$ cat src/rtl/display_scan_controller_pkg.sv
// Shared types and constants for the seven-segment scan controller.
package display_scan_controller_pkg;

    localparam int unsigned NUM_DIGITS = 4;
    localparam int unsigned DIG_W      = 2;

    typedef enum logic [1:0] {
        StIdle  = 2'd0,
        StBlank = 2'd1,
        StShow  = 2'd2
    } scan_state_e;

endpackage

$ cat src/rtl/display_scan_controller_if.sv
// Display-side bundle: scan controls in, selected digit data out.
interface display_scan_controller_if
    import display_scan_controller_pkg::*;
();

    logic             en;
    logic [15:0]      value;
    logic [3:0]       dp_in;
    logic             lz_en;
    logic [DIG_W-1:0] dig_sel;
    logic [3:0]       nibble;
    logic             dp;
    logic             blank;
    logic             frame_start;

    modport master (
        output en, value, dp_in, lz_en,
        input  dig_sel, nibble, dp, blank, frame_start
    );

    modport slave (
        input  en, value, dp_in, lz_en,
        output dig_sel, nibble, dp, blank, frame_start
    );

endinterface

$ cat src/rtl/display_scan_controller_lz_blanker.sv
// Leading-zero suppression: blanks digit n (n>0) when nibbles n..3 are all zero.
module display_scan_controller_lz_blanker
    import display_scan_controller_pkg::*;
(
    input  logic [15:0]      value_i,
    input  logic             lz_en_i,
    input  logic [DIG_W-1:0] dig_sel_i,
    output logic             blank_req_o
);

    always_comb begin
        blank_req_o = 1'b0;
        if (lz_en_i && (dig_sel_i != '0)) begin
            blank_req_o = 1'b1;
            for (int i = 0; i < int'(NUM_DIGITS); i++) begin
                if ((i >= int'(dig_sel_i)) && (value_i[4*i +: 4] != 4'h0)) begin
                    blank_req_o = 1'b0;
                end
            end
        end
    end

endmodule

$ cat src/rtl/display_scan_controller.sv
// Four-digit time-multiplexed scan engine with per-digit dead-time and per-frame snapshot.
module display_scan_controller
    import display_scan_controller_pkg::*;
#(
    parameter int unsigned CLK_DIV      = 50000,
    parameter int unsigned BLANK_CYCLES = 500,
    parameter int unsigned CNT_W        = 16
) (
    input  logic                        clk,
    input  logic                        rst,
    display_scan_controller_if.slave    bus
);

    localparam logic [CNT_W-1:0] BlankLast = CNT_W'(BLANK_CYCLES == 0 ? 0 : BLANK_CYCLES - 1);
    localparam logic [CNT_W-1:0] ShowLast  = CNT_W'(CLK_DIV == 0 ? 0 : CLK_DIV - 1);
    localparam logic [DIG_W-1:0] LastDig   = DIG_W'(NUM_DIGITS - 1);
    localparam scan_state_e      AfterShow = (BLANK_CYCLES == 0) ? StShow : StBlank;

    scan_state_e      state_q, state_d;
    logic [CNT_W-1:0] cnt_q, cnt_d;
    logic [DIG_W-1:0] dig_q, dig_d;
    logic [15:0]      snap_val_q, snap_val_d;
    logic [3:0]       snap_dp_q, snap_dp_d;
    logic [3:0]       nibble_q, nibble_d;
    logic             dp_q, dp_d;
    logic             blank_q, blank_d;
    logic             fs_q, fs_d;
    logic             frame_entry;
    logic             lz_req;

    always_comb begin
        state_d     = state_q;
        cnt_d       = cnt_q;
        dig_d       = dig_q;
        snap_val_d  = snap_val_q;
        snap_dp_d   = snap_dp_q;
        frame_entry = 1'b0;
        if (!bus.en) begin
            state_d = StIdle;
            cnt_d   = '0;
            dig_d   = '0;
        end else begin
            unique case (state_q)
                StIdle: begin
                    frame_entry = 1'b1;
                    dig_d       = '0;
                    cnt_d       = '0;
                    state_d     = AfterShow;
                end
                StBlank: begin
                    if (cnt_q == BlankLast) begin
                        state_d = StShow;
                        cnt_d   = '0;
                    end else begin
                        cnt_d = cnt_q + CNT_W'(1);
                    end
                end
                StShow: begin
                    if (cnt_q == ShowLast) begin
                        cnt_d       = '0;
                        dig_d       = dig_q + DIG_W'(1);
                        frame_entry = (dig_q == LastDig);
                        state_d     = AfterShow;
                    end else begin
                        cnt_d = cnt_q + CNT_W'(1);
                    end
                end
                default: state_d = StIdle;
            endcase
        end
        if (frame_entry) begin
            snap_val_d = bus.value;
            snap_dp_d  = bus.dp_in;
        end
    end

    // Fed from next-state values so blank/dp/nibble can be registered without extra latency.
    display_scan_controller_lz_blanker u_lz_blanker (
        .value_i     (snap_val_d),
        .lz_en_i     (bus.lz_en),
        .dig_sel_i   (dig_d),
        .blank_req_o (lz_req)
    );

    always_comb begin
        blank_d  = (state_d != StShow) || lz_req;
        nibble_d = (state_d == StIdle) ? 4'h0 : snap_val_d[{dig_d, 2'b00} +: 4];
        dp_d     = snap_dp_d[dig_d] & ~blank_d;
        fs_d     = frame_entry;
    end

    always_ff @(posedge clk) begin
        if (rst) begin
            state_q    <= StIdle;
            cnt_q      <= '0;
            dig_q      <= '0;
            snap_val_q <= '0;
            snap_dp_q  <= '0;
            nibble_q   <= '0;
            dp_q       <= 1'b0;
            blank_q    <= 1'b1;
            fs_q       <= 1'b0;
        end else begin
            state_q    <= state_d;
            cnt_q      <= cnt_d;
            dig_q      <= dig_d;
            snap_val_q <= snap_val_d;
            snap_dp_q  <= snap_dp_d;
            nibble_q   <= nibble_d;
            dp_q       <= dp_d;
            blank_q    <= blank_d;
            fs_q       <= fs_d;
        end
    end

    assign bus.dig_sel     = dig_q;
    assign bus.nibble      = nibble_q;
    assign bus.dp          = dp_q;
    assign bus.blank       = blank_q;
    assign bus.frame_start = fs_q;

endmodule

$ cat src/flat_wrapper.sv
// flat-port wrapper written by rule: the top's interface ports become plain ports
module display_scan_controller_flat import display_scan_controller_pkg::*;
#(
    parameter int unsigned CLK_DIV      = 50000,
    parameter int unsigned BLANK_CYCLES = 500,
    parameter int unsigned CNT_W        = 16
)
  (clk, rst, bus_en, bus_value, bus_dp_in, bus_lz_en, bus_dig_sel, bus_nibble, bus_dp, bus_blank, bus_frame_start);
  display_scan_controller_if bus_i ();
  input  logic clk;
  input  logic rst;
  input wire logic [$bits(bus_i.en)-1:0] bus_en;
  input wire logic [$bits(bus_i.value)-1:0] bus_value;
  input wire logic [$bits(bus_i.dp_in)-1:0] bus_dp_in;
  input wire logic [$bits(bus_i.lz_en)-1:0] bus_lz_en;
  output wire logic [$bits(bus_i.dig_sel)-1:0] bus_dig_sel;
  output wire logic [$bits(bus_i.nibble)-1:0] bus_nibble;
  output wire logic [$bits(bus_i.dp)-1:0] bus_dp;
  output wire logic [$bits(bus_i.blank)-1:0] bus_blank;
  output wire logic [$bits(bus_i.frame_start)-1:0] bus_frame_start;
  assign bus_i.en = bus_en;
  assign bus_i.value = bus_value;
  assign bus_i.dp_in = bus_dp_in;
  assign bus_i.lz_en = bus_lz_en;
  assign bus_dig_sel = bus_i.dig_sel;
  assign bus_nibble = bus_i.nibble;
  assign bus_dp = bus_i.dp;
  assign bus_blank = bus_i.blank;
  assign bus_frame_start = bus_i.frame_start;
  display_scan_controller #(.CLK_DIV(CLK_DIV), .BLANK_CYCLES(BLANK_CYCLES), .CNT_W(CNT_W)) u_core (.clk(clk), .rst(rst), .bus(bus_i));
endmodule
$ cat config.mk
export PLATFORM = sky130hd
export DESIGN_NAME = display_scan_controller_flat
export DESIGN_NICKNAME = d
export VERILOG_FILES = /design/src/rtl/display_scan_controller_pkg.sv /design/src/rtl/display_scan_controller_if.sv /design/src/rtl/display_scan_controller_lz_blanker.sv /design/src/rtl/display_scan_controller.sv /design/src/flat_wrapper.sv
export SDC_FILE = /design/constraint.sdc
export NUM_CORES = 1
export LEC_CHECK = 0
export BUFFER_PORTS_ARGS = -buffer_cell sky130_fd_sc_hd__buf_2
export CAP_MARGIN = 20
export CORE_ASPECT_RATIO = 1.5
export CORE_MARGIN = 3
export CORE_UTILIZATION = 45
export CTS_CLUSTER_SIZE = 24
export DETAILED_ROUTE_END_ITERATION = 10
export PLACE_DENSITY = 0.68
export RECOVER_POWER = 25
export SKIP_CTS_REPAIR_TIMING = 1
export SLEW_MARGIN = 25
export SYNTH_ARGS = -nofsm -noshare
export SYNTH_HDL_FRONTEND = slang
export SYNTH_SLANG_ARGS = --single-unit
$ cat constraint.sdc
create_clock -name clk -period 5.6 [get_ports clk]
set_clock_uncertainty 0.1 [all_clocks]
set_input_delay 1.12 -clock clk [delete_from_list [all_inputs] [get_ports clk]]
set_output_delay 1.12 -clock clk [all_outputs]
set_load 0.02 [all_outputs]
======== Yosys cells after proc, flatten, opt, wreduce, memory -nomap -nowiden ========
Index checks and enable logic that the tools add are counted.
storage, ports and cells
  bits in registers ....................... 47
  bits in latches ......................... 0
  RAM bits ................................ 0
  bits in read-only memories .............. 0
  input port bits ......................... 24
  output and inout bits ................... 9
  word-level logic and storage cells ...... 62
  memories ................................ 0
operators by class
  $add $sub $neg .......................... 2
  multipliers ............................. 0
  divide/modulo/power cells ............... 0
  magnitude comparators ................... 4
  equality and inequality tests ........... 6
  shift-type cells ........................ 1
  muxes and demuxes ....................... 22
  bitwise gates (word level) .............. 3
  reduce and logical (&&, ||, !) cells .... 15
operator list
  kind                                                                                 number
  16-bit 2-to-1 mux                                                                    3
  16-bit one-hot mux with 3 select lines                                               1
  16-bit by 1-bit adder with 16-bit output (second input constant)                     1
  16-bit equality test (second input constant)                                         1
  16-bit by 9-bit equality test with 1-bit output (second input constant)              1
  4-bit nonzero test                                                                   4
  16-bit by 5-bit indexed part select with 4-bit output                                1
  2-bit 2-to-1 mux                                                                     5
  1-bit 2-to-1 mux                                                                     8
  2-bit one-hot mux with 3 select lines                                                1
  2-bit equality test (second input constant)                                          2
  1-bit by 2-bit greater-or-equal comparator with 1-bit output (first input constant)  2
  1-bit logical AND                                                                    4
  2-bit zero test                                                                      2
  4-bit 2-to-1 mux                                                                     1
  2-bit one-hot mux with 2 select lines                                                1
  2-bit OR reduction                                                                   2
  2-bit by 3-bit < comparator with 1-bit output (second input constant)                1
  3-bit nonzero test                                                                   1
  2-bit by 1-bit adder with 2-bit output (second input constant)                       1
  1-bit binary-select mux with 2-bit select                                            1
  2-bit by 1-bit equality test with 1-bit output (second input constant)               1
  2-bit greater-or-equal comparator (first input constant)                             1
  2-bit != test (second input constant)                                                1
  5 further kinds                                                                      6

======== Depth between registers and ports, before layout ========
  depth after elaboration ................. 15
  depth in mapped cells ................... 11
  depth with buffers taken out ............ 9

======== Hierarchy ========
A second synthesis with hierarchy kept.
unflattened totals
  cells, all modules ...................... 261
  area total of the unflattened synthesis .. 2,553.7 sq um
by module, submodules not included
  module                              times used  cells an instance  area an instance (sq um)  seq. area each (sq um)
  display_scan_controller             1           254                2,509.9                   940.9
  display_scan_controller_lz_blanker  1           7                  43.8                      0.0

======== Worst setup path before layout ========
No wires, ideal clock.
  kind .................................... register to register
  from .................................... reg u_core.cnt_q[10]
  to ...................................... reg u_core.nibble_q[0], in the netlist u_core.bus.nibble[0]
  library setup time ...................... 117 ps
  data arrival time ....................... 2,428 ps
  required time ........................... 5,383 ps
  slack ................................... 2,955 ps
  stages on the path, launching flop included .. 10
  path buffers ............................ 2
  period minus slack after synthesis ...... 2,645 ps
  path through ............................ dfxtp_1 -> or3_4 -> or4_1 -> buf_2 -> or3_1 -> a21oi_2 -> buf_6 -> mux2i_1 -> a21oi_1 -> a22o_1
on the way
  longest elaborated chain between the ends .. 6
  elaborated cells between the ends (all ways) .. 16
  those cells by class .................... eq/ne: 2; shift: 1; mux: 11; reduce/logical: 2
RTL lines
  element                                                                                                line                                                          RTL
  start: declaration                                                                                     display_scan_controller.sv:20                                 logic [CNT_W-1:0] cnt_q, cnt_d;
  start signal: assignment                                                                               display_scan_controller.sv:105                                cnt_q <= cnt_d;
  16-bit equality test / 16-bit by 9-bit equality test with 1-bit output (equally long branches)         display_scan_controller.sv:59, display_scan_controller.sv:51
  1-bit 2-to-1 mux (tied with other cells)                                                               display_scan_controller.sv:59                                 if (cnt_q == ShowLast) begin
  1-bit one-hot mux with 2 select lines / 2-bit one-hot mux with 3 select lines (equally long branches)  display_scan_controller.sv:43                                 unique case (state_q)
  1-bit 2-to-1 mux / 2-bit 2-to-1 mux (equally long branches)                                            display_scan_controller.sv:38                                 if (!bus.en) begin
  16-bit 2-to-1 mux / 2-bit zero test (equally long branches)                                            display_scan_controller.sv:71, display_scan_controller.sv:87
  16-bit by 5-bit indexed part select with 4-bit output / 2-bit OR reduction (equally long branches)     -
  end signal: assignment                                                                                 display_scan_controller.sv:109                                nibble_q <= nibble_d;
  end: declaration                                                                                       display_scan_controller.sv:24                                 logic [3:0] nibble_q, nibble_d;
Several ways; a longest one is shown, not always the timed one.
A chain may end at the register's enable or synchronous reset.

======== Final worst setup path ========
Ends and elaborated chain as after synthesis.

==> flow_metrics.env <==
export IMPL_use_met1=0.218
export IMPL_place_hpwl_um=4300
export IMPL_avgViaCountPerCell=5.54
export IMPL_first_iter_violations=99
export IMPL_drt_pass1_iter_count=4
export IMPL_num_rows=32
export IMPL_power_density_mw_per_mm2=220
export IMPL_cts_buffers=5
export IMPL_pwr_share_seq=0.581
export IMPL_finalCritPeriodShare=0.573
export IMPL_internal_power_w=0.000454
export IMPL_synthTopCellsByArea="dfxtp_1 (38%), nand2_1 (7.9%), a21oi_1 (7.1%), nor2_1 (4.8%), ha_1 (3.5%)"
export IMPL_place_congestion=0.856
export IMPL_status="finished clean"
export IMPL_cts_sinks=47
export IMPL_tritoncts="yes"
export IMPL_core_sq_mm=0.00525
export IMPL_clkSlewWorstSetupHoldPaths_ns=0.08
export IMPL_grt_max_degree=25
export IMPL_clkPwrFrac=0.313
export IMPL_drv_cap=0
export IMPL_avgSynthCellArea_sq_um=8.03
export IMPL_antenna_found_initial=0
export IMPL_p_switching_w=0.000150
export IMPL_use_met2=0.339
export IMPL_finalHoldViolations=0
export IMPL_fmax_ghz=0.312
export IMPL_leakage_nw=0.955
export IMPL_clkLatencyLatePin_ns=0.30
export IMPL_ant_nets=0
export IMPL_yosysWarnings=0
export IMPL_ys_seq_elements=47
export IMPL_drive_gt1_frac=0.104
export IMPL_post_route_drc_count=0
export IMPL_period_minus_slack_ns=3.21
export IMPL_cp_arrival_ns=3.30
export IMPL_synth_top_cell_area_share=0.379
export IMPL_dieArea_sq_mm=0.00646
export IMPL_syn_to_final_growth_pct=10.5
export IMPL_hold_path_class="reg2reg"
export IMPL_clock_path_buffers=2
export IMPL_rr_startpoint="u_core.cnt_q[10]"
export IMPL_fp_dieW_um=66.6
export IMPL_max_vdd_ir_drop_v=0.000134
export IMPL_synth_flop_cell="dfxtp_1"
export IMPL_worst_slack_ns=2.39
export IMPL_grt_usage=0.192
export IMPL_io_pins=33
export IMPL_place_ws_ns=2.41
export IMPL_hp_start="u_core.snap_val_q[0]"
export IMPL_start_kind="flip-flop"
export IMPL_antenna_cells=0
export IMPL_max_slew_margin_rel=0.334
export IMPL_grt_pass1_vias=2256
export IMPL_wl_um=5700
export IMPL_synth_seq_area_share=0.379
export IMPL_grt_ovfl_total=0
export IMPL_rsz0062_at_grt="no"
export IMPL_die_h_um=96.9
export IMPL_async_flop_share=0
export IMPL_top_usage_layer="met2"
export IMPL_synth_cell_types=52
export IMPL_final_nets=369
export IMPL_grtUsageMet3=0.0360
export IMPL_switching_share=0.248
export IMPL_start_util=0.473
export IMPL_crit_path_end_kind="flip-flop"
export IMPL_final_util=0.523
export IMPL_cts_root_buf="clkbuf_8"
export IMPL_synth_edf_count=0
export IMPL_h_tree_depth=2
export IMPL_worstMarginPinSlew_ns=1.00
export IMPL_fillers=528
export IMPL_crit_fanout=21
export IMPL_critPathRequiredTime_ns=5.69
export IMPL_maxSlewViolCount=0
export IMPL_synth_top_area_cell="dfxtp_1"
export IMPL_pwr_share_comb=0.106
export IMPL_syn_inst=309
export IMPL_vias=2245
export IMPL_io_buffers=32
export IMPL_syn_area_sq_mm=0.00248
export IMPL_crit_start="u_core.cnt_q[10]"
export IMPL_syn_nets=340
export IMPL_setup_viol=0
export IMPL_grt_pass1_wl_um=9970
export IMPL_tns_ns=0
export IMPL_critical_path_class="reg2reg"
export IMPL_wl_per_cell_um=14.1
==> final timing paths <==
check | end | cells past startpoint | slack (ns)
worst min-delay path | u_core.snap_val_q[0] | 2 | 0.36
worst max register to register | u_core.bus.nibble[0] | 7 | 2.39
worst min register to register | u_core.snap_val_q[0] | 2 | 0.36
worst max-delay path | u_core.bus.nibble[0] | 7 | 2.39
==> Yosys cell counts (all sizes together) (6+ instances only) <==
cell type	n
dfxtp	47
clkbuf	6
inv	6
xor2	7
nor4	8
ha	7
nor2	32
mux2i	7
and2	6
nor3	6
buf	6
a21boi	8
nand2	52
nand4b	6
xnor2	7
a21oi	36
==> critical path, stage by stage, from the launching register on <==
cell	delay [ns]
dfxtp_1	0.35
or3_4	0.42
or4_1	0.67
or3_1	0.37
a21oi_2	0.65
mux2i_1	0.26
a21oi_1	0.08
a22o_1	0.19
==> sequential cells by signal (all words and copies together) (netlist names) <==
register                count
u_core.cnt_q               16
u_core.snap_val_q          16
u_core.bus.nibble           4
u_core.snap_dp_q            4
u_core.bus.dig_sel          2
u_core.state_q              2
u_core.bus.blank            1
u_core.bus.dp               1
u_core.bus.frame_start      1
==> metal layers <==
metal,up-vias,part of all wire
met4,0,0.021
met1,1048,0.42
met2,35,0.53
met5,-,0
met3,9,0.028
li1,1153,-
==> cells by family after synthesis <==
family                   count (synthesis)  share of synthesized area
AND/OR/NAND/NOR                        142                      0.285
buffers and inverters                   18                     0.0333
adder cells (fa/ha/maj)                  7                     0.0353
XOR/XNOR                                14                     0.0494
multiplexers                             7                     0.0282
AO/OA/AOI/OAI                           74                      0.190
flip-flops                              47                      0.379
==> metrics by stage <==
stage	cells	hold WS, ns	power, W	instance area [sq um]
2_1_floorplan	309	0.332	0.000399	2480
4_1_cts	405	0.358	0.000613	2760
5_1_grt	405	0.376	0.000632	2740
6_report	405	0.355	0.000603	2740
3_3_place_gp	399	0.341	0.000423	2680
3_5_place_dp	399	0.347	0.000423	2690
==> power groups by stage <==
stage                     clock (W)  sequential, W  combinational, W
final                      0.000189       0.000351         0.0000637
after floorplan                   0       0.000359         0.0000403
after global routing       0.000208       0.000352         0.0000725
after global placement            0       0.000358         0.0000646
after CTS                  0.000197       0.000351         0.0000654
after detailed placement          0       0.000358         0.0000651
==> cell usage in the layout (no fill, tap or decap), types with 6 or more instances in the layout <==
cell type,n
ha_1,7
nand4b_1,6
nor3_1,6
a21oi_1,35
xnor2_1,7
a21boi_0,6
nand2_1,52
clkbuf_1,11
nor4_1,8
inv_1,6
nor2_1,32
buf_2,23
dfxtp_1,47
xor2_1,7
mux2i_1,7
==> cell type report <==
class	instances	area, sq um	share of cell area
multi-input combinational	244	1460	0.533
timing repair buffer	34	160	0.0584
tap	68	85.1	0.0310
clock buffer	6	72.6	0.0265
inverter	6	22.5	0.00821
sequential	47	941	0.343
No activity file was read; power rests on OpenSTA's default activity.
